## config.mk

```make
export PLATFORM = sky130hd
export DESIGN_NAME = regfile_write_arbiter
export DESIGN_NICKNAME = d
export VERILOG_FILES = /design/src/rtl/regfile_pkg.sv /design/src/rtl/rr_arbiter2.sv /design/src/rtl/regfile_write_arbiter.sv
export SDC_FILE = /design/constraint.sdc
export NUM_CORES = 1
export LEC_CHECK = 0
export BUFFER_PORTS_ARGS = -buffer_cell sky130_fd_sc_hd__buf_4
export CORE_ASPECT_RATIO = 1.25
export CORE_MARGIN = 5
export CORE_UTILIZATION = 35
export DETAILED_ROUTE_END_ITERATION = 10
export GPL_TIMING_DRIVEN = 0
export PLACE_DENSITY = 0.77
export SYNTH_ARGS = -nofsm -noshare
export SYNTH_HDL_FRONTEND = slang
export SYNTH_HIERARCHICAL = 1
export SYNTH_SLANG_ARGS = --single-unit
```

## constraint.sdc

```tcl
create_clock -name cclk -period 1.82 [get_ports cclk]
set_input_delay 0.364 -clock cclk [delete_from_list [all_inputs] [get_ports cclk]]
set_output_delay 0.364 -clock cclk [all_outputs]
set_load 0.05 [all_outputs]
```

## src/rtl/regfile_pkg.sv

```systemverilog
// Shared widths and requester indices for the register-file write path.
package regfile_pkg;

    localparam int unsigned DATA_W = 32;
    localparam int unsigned ADDR_W = 5;

    localparam logic [ADDR_W-1:0] ZERO_REG = '0;

    // Bit positions in the two-bit valid/grant vectors.
    localparam logic REQ_ALU  = 1'b0;
    localparam logic REQ_LOAD = 1'b1;

endpackage

```

## src/rtl/rr_arbiter2.sv

```systemverilog
// Two-way round-robin arbiter; owns the last_grant pointer.
module rr_arbiter2
    import regfile_pkg::*;
(
    input  logic       cclk,
    input  logic       rst,
    input  logic [1:0] valid,
    output logic [1:0] grant
);

    logic last_grant_q;
    logic last_grant_d;

    always_comb begin
        grant = 2'b00;
        if (!rst) begin
            if (valid == 2'b11) begin
                grant = (last_grant_q == REQ_LOAD) ? 2'b01 : 2'b10;
            end else begin
                grant = valid;
            end
        end

        // Grants are never given without valid, so a grant bit marks a transfer.
        last_grant_d = last_grant_q;
        if (grant[REQ_LOAD]) begin
            last_grant_d = REQ_LOAD;
        end else if (grant[REQ_ALU]) begin
            last_grant_d = REQ_ALU;
        end
    end

    always_ff @(posedge cclk) begin
        if (rst) begin
            last_grant_q <= REQ_LOAD;
        end else begin
            last_grant_q <= last_grant_d;
        end
    end

endmodule

```

## src/rtl/regfile_write_arbiter.sv

```systemverilog
// Shares the register_file write port between ALU and load writeback,
// and forwards the in-flight write onto both decode read ports.
module regfile_write_arbiter #(
    parameter int unsigned DATA_W = regfile_pkg::DATA_W,
    parameter int unsigned ADDR_W = regfile_pkg::ADDR_W
) (
    input  logic              cclk,
    input  logic              rst,
    input  logic              req0_valid,
    output logic              req0_ready,
    input  logic [ADDR_W-1:0] req0_reg,
    input  logic [DATA_W-1:0] req0_data,
    input  logic              req1_valid,
    output logic              req1_ready,
    input  logic [ADDR_W-1:0] req1_reg,
    input  logic [DATA_W-1:0] req1_data,
    output logic              rf_write,
    output logic [ADDR_W-1:0] rf_write_reg,
    output logic [DATA_W-1:0] rf_write_data,
    input  logic [ADDR_W-1:0] read_reg_0,
    input  logic [ADDR_W-1:0] read_reg_1,
    input  logic [DATA_W-1:0] rf_reg0,
    input  logic [DATA_W-1:0] rf_reg1,
    output logic [DATA_W-1:0] rd_data_0,
    output logic [DATA_W-1:0] rd_data_1
);

    logic [1:0]        valid;
    logic [1:0]        grant;
    logic              xfer;
    logic [ADDR_W-1:0] wr_reg;
    logic [DATA_W-1:0] wr_data;

    logic              rf_write_q, rf_write_d;
    logic [ADDR_W-1:0] rf_write_reg_q, rf_write_reg_d;
    logic [DATA_W-1:0] rf_write_data_q, rf_write_data_d;

    assign valid = {req1_valid, req0_valid};

    rr_arbiter2 u_arb (
        .cclk  (cclk),
        .rst   (rst),
        .valid (valid),
        .grant (grant)
    );

    assign req0_ready = grant[regfile_pkg::REQ_ALU];
    assign req1_ready = grant[regfile_pkg::REQ_LOAD];

    always_comb begin
        xfer    = |grant;
        wr_reg  = grant[regfile_pkg::REQ_LOAD] ? req1_reg  : req0_reg;
        wr_data = grant[regfile_pkg::REQ_LOAD] ? req1_data : req0_data;

        // Writes to $zero are accepted but never reach the register file.
        rf_write_d      = xfer && (wr_reg != ADDR_W'(regfile_pkg::ZERO_REG));
        rf_write_reg_d  = xfer ? wr_reg  : rf_write_reg_q;
        rf_write_data_d = xfer ? wr_data : rf_write_data_q;
    end

    always_ff @(posedge cclk) begin
        if (rst) begin
            rf_write_q      <= 1'b0;
            rf_write_reg_q  <= '0;
            rf_write_data_q <= '0;
        end else begin
            rf_write_q      <= rf_write_d;
            rf_write_reg_q  <= rf_write_reg_d;
            rf_write_data_q <= rf_write_data_d;
        end
    end

    // Masking with rst keeps a write issued just before reset from committing.
    assign rf_write      = rf_write_q && !rst;
    assign rf_write_reg  = rf_write_reg_q;
    assign rf_write_data = rf_write_data_q;

    function automatic logic [DATA_W-1:0] fwd(input logic [ADDR_W-1:0] idx,
                                              input logic [DATA_W-1:0] rf_val);
        if (idx == ADDR_W'(regfile_pkg::ZERO_REG)) begin
            return '0;
        end else if (rf_write && (rf_write_reg == idx)) begin
            return rf_write_data;
        end
        return rf_val;
    endfunction

    assign rd_data_0 = fwd(read_reg_0, rf_reg0);
    assign rd_data_1 = fwd(read_reg_1, rf_reg1);

endmodule

```

### After elaboration in Yosys (flattened, before gate mapping)

Index checks and enable logic that the tools add are counted.

* equal/unequal tests: 3
* muxes and demuxes: 15
* reductions and logical operators: 10

Operators by type and width (count)
* $mux 32: 7
* $eq 5x5->1: 2
* $logic_not 5->1: 2
* $mux 2: 3
* $mux 5: 1
* $reduce_bool 5->1: 1
* $logic_and 1x1->1: 4
* $mux 1: 4
* $reduce_or 2->1: 2
* $eq 2x2->1 const B: 1
* $logic_not 1->1: 1

* register bits: 39

### Longest topological paths before layout

Gate-level depths: netlist of the first run.

* depth after elaboration: 6
* gate-level depth with buffers: 8
* depth with buffers taken out: 6

### By module

The synthesis of the first run kept the hierarchy.

By module, submodules not included
* regfile_write_arbiter: times used 1, cells each 455, area each 2982.9 sq um
* rr_arbiter2: times used 1, cells each 7, area each 60.1 sq um

### Least setup slack after synthesis of the first run

Ideal clock, no wire load.

* path kind: input port to flip-flop
* start point: in req1_valid
* end point: reg rf_write_reg_q[2], in the netlist rf_write_reg[2]
* arrival: 2.842 ns
* slack: -1.150 ns
* stages: 8
* path buffers: 2
* cell sequence: nor2b_1 > nor3b_1 > buf_2 > buf_2 > mux2i_1 > nor2_1 > a21oi_1 > nor2_1

* longest elaborated chain between the ends: 4
* elaborated cells on any way between the ends: 5
* classes of those cells: eq/ne (1); mux (3); reduce/logical (1)

Ends and longest elaborated chain
* start: declaration: RTL line regfile_write_arbiter.sv:13 `input logic req1_valid,`
* $eq 2x2->1: RTL line rr_arbiter2.sv:17 `if (valid == 2'b11) begin`
* $mux 2: RTL line rr_arbiter2.sv:17
* $mux 2: RTL line rr_arbiter2.sv:16 `if (!rst) begin`
* named net req0_ready: RTL line regfile_write_arbiter.sv:10 `output logic req0_ready,`
* $reduce_or 2->1: RTL line regfile_write_arbiter.sv:51 `xfer = |grant;`
* end signal: assignment: RTL line regfile_write_arbiter.sv:68 `rf_write_reg_q <= rf_write_reg_d;`
* end: declaration: RTL line regfile_write_arbiter.sv:35 `logic [ADDR_W-1:0] rf_write_reg_q, rf_write_reg_d;`

The timed path passes the listed nets, and every way through them passes these cells.
A chain may end at the register's enable or synchronous reset.

### Worst setup path in the final report of the first run

* start point: reg rf_write_reg_q[4], in the netlist rf_write_reg[4]
* end point: out rd_data_0[23]

* longest elaborated chain between the ends: 5

Ends and longest elaborated chain
* $eq 5x5->1: RTL line regfile_write_arbiter.sv:82 `end else if (rf_write && (rf_write_reg == idx)) begin`
* $logic_and 1x1->1: RTL line regfile_write_arbiter.sv:82
* $mux 1: RTL line regfile_write_arbiter.sv:82
* $mux 1: RTL line regfile_write_arbiter.sv:80 `if (idx == ADDR_W'(regfile_pkg::ZERO_REG)) begin`
* $mux 32: RTL line regfile_write_arbiter.sv:85 `return rf_val;`
* end: declaration: RTL line regfile_write_arbiter.sv:24 `output logic [DATA_W-1:0] rd_data_0,`

No other way between the ends.

==> results.cfg, run 1 <==
[yosys]
yosys_most_used_dff = dfxtp_1
async_flop_share_pct = 0
syn_nets = 614
synth.area.top_cells = dfxtp_1 26%, nand4_1 13%, mux2i_1 12%, nor2_1 9.9%, o21ai_0 8.6%
synth_top_area_share_pct = 25.7
syn-cell-area_mm2 = 0.00304
synth_top_area_cell = dfxtp_1
synthTopCellsByCount = 80 x nor2_1, 68 x nand2_1, 64 x nand4_1
synth-seq-cells = 39
avgSynthCellArea_um2 = 6.59
synthDistinctLibCells = 24
synth_cells = 462
synth_enable_flop_cells = 0
synth.most_common_cell = nor2_1
ys.warnings.count = 6
ys_seq_area_share_pct = 25.7

[pwr]
max-vdd-ir-drop_mv = 0.344
power_frac_seq_pct = 28.8
p_switching_mw = 1.41
sw_frac_of_total_pct = 40.6
comb_power_share_pct = 51.1
p_clk_share_pct = 20.0
p_per_area_mw_per_mm2 = 512
p_int_mw = 2.06
p_leak_nw = 3.09

[timing]
relSlewSlack_pct = 65.0
clock_skew_ns = 0.00926
tightest_slew_ns = 0.523
fin_ws_ns = -0.564
fmax_mhz = 419
timing.hold.ws_ns = 0.306
hold_violations = 0
min_period_over_period_pct = 131
rsz0062_at_grt = yes
setup_viol = 64
finalCriticalPeriod_ns = 2.38
slew_viol_final = 0

[drt]
drt-total-wl_um = 16900
first_pass_iters = 8
vias = 4668
first_iter_violations = 269
avgViaCountPerCell = 5.40
drc = 0
routedWlPerCell_um = 19.5
postRouteAntennaNets = 0

[floorplanning]
coreArea_mm2 = 0.00861
dieArea_mm2 = 0.0107
io_pins = 256
start_util_pct = 35.4
die_w_um = 93.4
fp-row-count = 38
die_y_um = 114

[finish]
fin_util_pct = 78.8
area_growth_pct = 123
drive_gt1_share_pct = 53.2
fin_nets = 896
largest_register_ffs = 32
diodes = 0

[run_status]
violations = negative setup slack
outcome = finished with violations

[clock_network]
cts.sinks = 39
clk_pin_slew_ns = 0.08
worstSkewPairLatency_ns = 0.29
cts_buffers = 5
htree_levels = 2
cts_tree = done
cts_buffer_depth = 2
root_buffer = clkbuf_8

[placement]
gp_congestion = 0.888
pre_cts_slack_ns = -0.654
io_buffers = 255
dp_hpwl_um = 12900

[setup_path]
crit_end = rd_data_0[23]
r2r_end = rf_write_data[15]
cp-end-kind = primary output
path_class = flip-flop to primary output
cp_slowest_stage_delay_ns = 0.39
critPathLaunch = rf_write_reg[4]
reg2reg_from = u_arb/last_grant_q
reg2reg_setup_slack_ns = 0.13
path_max_fanout = 5
start_kind = flip-flop
critPathSlowestCell = dfxtp_4
rr_worst_depth = 7
cp_common_cell = buf_6
worstPathCellList = xor2_4 -> nor4_4 -> buf_6 -> buf_6 -> buf_8 -> nand4_1 -> o21ai_4 -> buf_6
required_ns = 1.46
worstPathArrival_ns = 2.02

[global_routing]
grt_first_pass_wirelength_um = 24800
grt-ovfl-total = 0
antenna_found_initial = 0
track_usage_pct = 29.6
grt_pass1_vias = 4649
grt_max_degree = 13

[hold_path]
hp-class = input pin to flip-flop

[job]
maxCapViolations = 0
[cell families (layout without fill, tap and decap cells)]
logic type	Yosys count	in the layout	share of synthesized area, %
AND/OR/NAND/NOR	225	225	35.0
AO/OA/AOI/OAI	104	104	17.3
buffers and inverters	47	330	6.95
flip-flops	39	39	25.7
multiplexers	37	37	12.2
XOR/XNOR	10	10	2.88
[layer usage]
layer	GRT usage [%]	up-vias	wire [µm]
met3	6.11	56	1330
met4	14.7	0	843
met1	34.0	2139	6040
met2	51.5	281	8680
met5	0	-	0
li1	-	2192	-
[power groups by stage]
stage / clock network, mW / logic [mW] / registers, mW
6_report: 0.696 / 1.78 / 1.00
5_1_grt: 0.747 / 1.87 / 1.01
4_1_cts: 0.702 / 1.72 / 0.998
3_5_place_dp: 0 / 1.61 / 1.02
3_3_place_gp: 0 / 1.59 / 1.02
2_1_floorplan: 0 / 0.831 / 1.18
[repair_timing]
item / in CTS / in global routing
setup endpoints to repair: 79 / 80
cloned: 3 / 4
hold buffers: 0 / 0
pin swaps: 9 / 5
gates resized for setup: 90 / 20
setup buffers: 13 / 4
[worst min path at each step]
stage / cells after the start / slack [ns] / from / endpoint
2_1_floorplan: 1 / 0.45 / rst / u_arb/last_grant_q
4_1_cts: 3 / 0.30 / req1_data[10] / rf_write_data[10]
5_1_grt: 3 / 0.30 / req1_data[2] / rf_write_data[2]
3_5_place_dp: 2 / 0.54 / u_arb/last_grant_q / u_arb/last_grant_q
6_report: 3 / 0.31 / req1_data[2] / rf_write_data[2]
3_3_place_gp: 2 / 0.52 / u_arb/last_grant_q / u_arb/last_grant_q
[worst max-delay path: cells and delay by family, from the launching register on]
kind                   cells  cell delay, ns
AO/OA/AOI/OAI              1            0.12
buffers and inverters      4            0.58
flip-flops                 1            0.39
AND/OR/NAND/NOR            2            0.48
XOR/XNOR                   1            0.16
[area by class of cell]
cell class              instances  area [µm²]
fillers                       600        1820
multi-input cells             376        2830
inverters                       1        3.75
repair buffers                278        2540
flip-flops and latches         39         797
plain buffers                  43         344
clock inverters                 1        5.00
clock buffers                   7         108
well taps                     120         150
[layout by cell type (no fill, tap or decap), drive strengths merged]
cell type  synthesis  routed
o21ai             64      64
nand2             68      68
clkbuf            29      41
dfxtp             39      39
nor4               2       2
a21o               1       1
mux2i             37      37
a21oi             38      38
nor3b              1       1
nor2b              1       1
inv                1       1
nand2b             1       1
clkinv             0       1
a311oi             1       1
nor3               4       4
and3b              1       1
xor2              10      10
or2                1       1
nand4             64      64
and2               2       2
nor2              80      80
buf               17     287
[stage by stage]
stage	power, mW	cell area [µm²]	std cells	TNS, ns
finish	3.48	6780	865	-31.09
global route	3.62	6780	865	-34.85
CTS	3.42	6600	858	-30.19
detailed placement	2.63	5990	837	-41.79
global placement	2.61	5990	837	-42.54
floorplan	2.01	3930	462	-7.37
No activity file was read; power rests on OpenSTA's default activity.
==> inputs of run 2 (changes only) <==
--- a/config.mk
+++ b/config.mk
@@ -12,6 +12,7 @@
 export DETAILED_ROUTE_END_ITERATION = 10
 export GPL_TIMING_DRIVEN = 0
 export PLACE_DENSITY = 0.77
+export SETUP_SLACK_MARGIN = 0.05
 export SYNTH_ARGS = -nofsm -noshare
 export SYNTH_HDL_FRONTEND = slang
 export SYNTH_HIERARCHICAL = 1
==> results.cfg, run 2 (synthesized netlist as in run 1, its figures left out) <==
[run_status]
outcome = finished with violations
violations = negative setup slack

[clock_network]
cts_tree = done
clk_pin_slew_ns = 0.09
cts_buffers = 5
cts_buffer_depth = 2
cts.sinks = 39
worstSkewPairLatency_ns = 0.30
root_buffer = clkbuf_8
ctsHoldBuffers = 0
htree_levels = 2

[finish]
fin_nets = 891
multiInputGateArea_mm2 = 0.00286
largest_register_ffs = 32
final-seq-area_um2 = 797
final_cell_mix = 202 x buf_4, 78 x nor2_1, 68 x nand2_1
area_growth_pct = 118
final_cells = 860
n_fill_cell = 633
diodes = 0
final_common_cell = buf_4
fin_util_pct = 77.1
drive_gt1_share_pct = 52.4

[pwr]
fin_total_pwr_mw = 3.48
power_frac_seq_pct = 28.7
p_leak_nw = 3.02
max-vdd-ir-drop_mv = 0.434
comb_power_share_pct = 50.2
p_per_area_mw_per_mm2 = 525
p_switching_mw = 1.44
sw_frac_of_total_pct = 41.2
p_clk_share_pct = 21.0
p_int_mw = 2.05

[drt]
routedWlPerCell_um = 19.7
drt-total-wl_um = 16900
wl_met2_um = 9030
first_pass_iters = 4
postRouteAntennaNets = 0
met1_length_um = 5980
vias = 4712
wl_met3_um = 1300
first_iter_violations = 195
avgViaCountPerCell = 5.48
top_layer_used = met4
drc = 0

[hold_path]
hp-class = input pin to flip-flop
min_path_cells = 3

[timing]
rsz0062_at_grt = yes
slew_viol_final = 0
tightest_slew_ns = 0.543
hold_violations = 0
min_period_over_period_pct = 128
setup_viol = 64
timing.hold.ws_ns = 0.288
finalCriticalPeriod_ns = 2.34
fin_ws_ns = -0.517
clock_skew_ns = 0.0126
relSlewSlack_pct = 63.8
fmax_mhz = 428

[global_routing]
antenna_found_initial = 0
grt_pass1_vias = 4731
grt_max_degree = 13
track_usage_pct = 30.2
grt_first_pass_wirelength_um = 25200
grt-ovfl-total = 0

[setup_path]
worst-path-stages = 7
start_kind = flip-flop
critPathSlowestCell = dfxtp_4
cp_slowest_stage_delay_ns = 0.38
worstPathArrival_ns = 1.97
cp_common_cell = buf_6
cp-end-kind = primary output
worstPathCellList = xor2_2 -> nor4_4 -> buf_6 -> and2_4 -> buf_12 -> o21ai_4 -> buf_6
cp_top_family = buffers and inverters
path_max_fanout = 10
required_ns = 1.46
path_class = flip-flop to primary output
rr_worst_depth = 7
critical_path_buf_inv_count = 3

[floorplanning]
dieArea_mm2 = 0.0107
die_w_um = 93.4
start_util_pct = 35.4
fp-row-count = 38
coreArea_mm2 = 0.00861
die_y_um = 114
io_pins = 256

[placement]
io_buffers = 255
gp_congestion = 0.896
pre_cts_slack_ns = -0.636
dp_hpwl_um = 13200
dp.cells = 837

[job]
maxCapViolations = 0
run 2: cell count changes in the layout (fill, tap and decap cells not counted), moves of 3 or more:
cell       change
buf_6          +7
buf_8          -9
clkbuf_1       +3
clkbuf_16      -5
clkbuf_2       -3
o21ai_2        -3
o21ai_4        +3
run 2: final timing paths:
| check | startpoint | end | slack [ns] |
|---|---|---|---|
| max reg2reg | u_arb/last_grant_q | rf_write_data[24] | 0.15 |
| min | req1_data[26] | rf_write_data[26] | 0.29 |
| min reg2reg | u_arb/last_grant_q | u_arb/last_grant_q | 0.59 |
| max | rf_write_reg[0] | rd_data_0[7] | -0.52 |
run 2: layout make-up:
cell class | count | area share, %
tap | 120 | 2.26
timing repair buffer | 272 | 36.1
clock buffer | 5 | 1.04
multi-input combinational | 376 | 43.0
sequential | 39 | 12.0
buffer | 44 | 4.96
clock inverter | 3 | 0.585
inverter | 1 | 0.0566
run 2: per-layer routing:
metal / vias up / track usage [%]
li1: 2186 / -
met1: 2238 / 33.7
met2: 251 / 56.0
met3: 37 / 5.59
met4: 0 / 11.7
met5: - / 0
run 2: power groups by stage:
stage                     Sequential, mW  Clock (mW)  Combinational (mW)
after floorplan                     1.18           0               0.833
after global placement              1.02           0                1.60
after detailed placement            1.02           0                1.62
after CTS                          0.998       0.732                1.73
after global routing                1.01       0.765                1.83
final                               1.00       0.733                1.75
run 2: worst register-to-register path, delay by kind of cell, from the launching register on:
family	cells	cell delay, ns
mux	1	0.22
flops	1	0.41
buf+inv	1	0.30
simple gates	4	0.42
compound gates	1	0.18
run 2: repair_timing:
item / in CTS / in global routing
hold endpoints to repair: 0 / 0
setup endpoints to repair: 89 / 88
cloned: 3 / 0
pin swaps: 14 / 1
resized for setup: 85 / 10
buffers inserted: 10 / 4
run 2: stage by stage:
stage	setup TNS, ns	instance area [µm²]
after global placement	-38.41	6010
after CTS	-29.93	6580
after floorplan	-8.11	3940
final	-30.87	6640
after global routing	-34.75	6640
after detailed placement	-39.92	6010
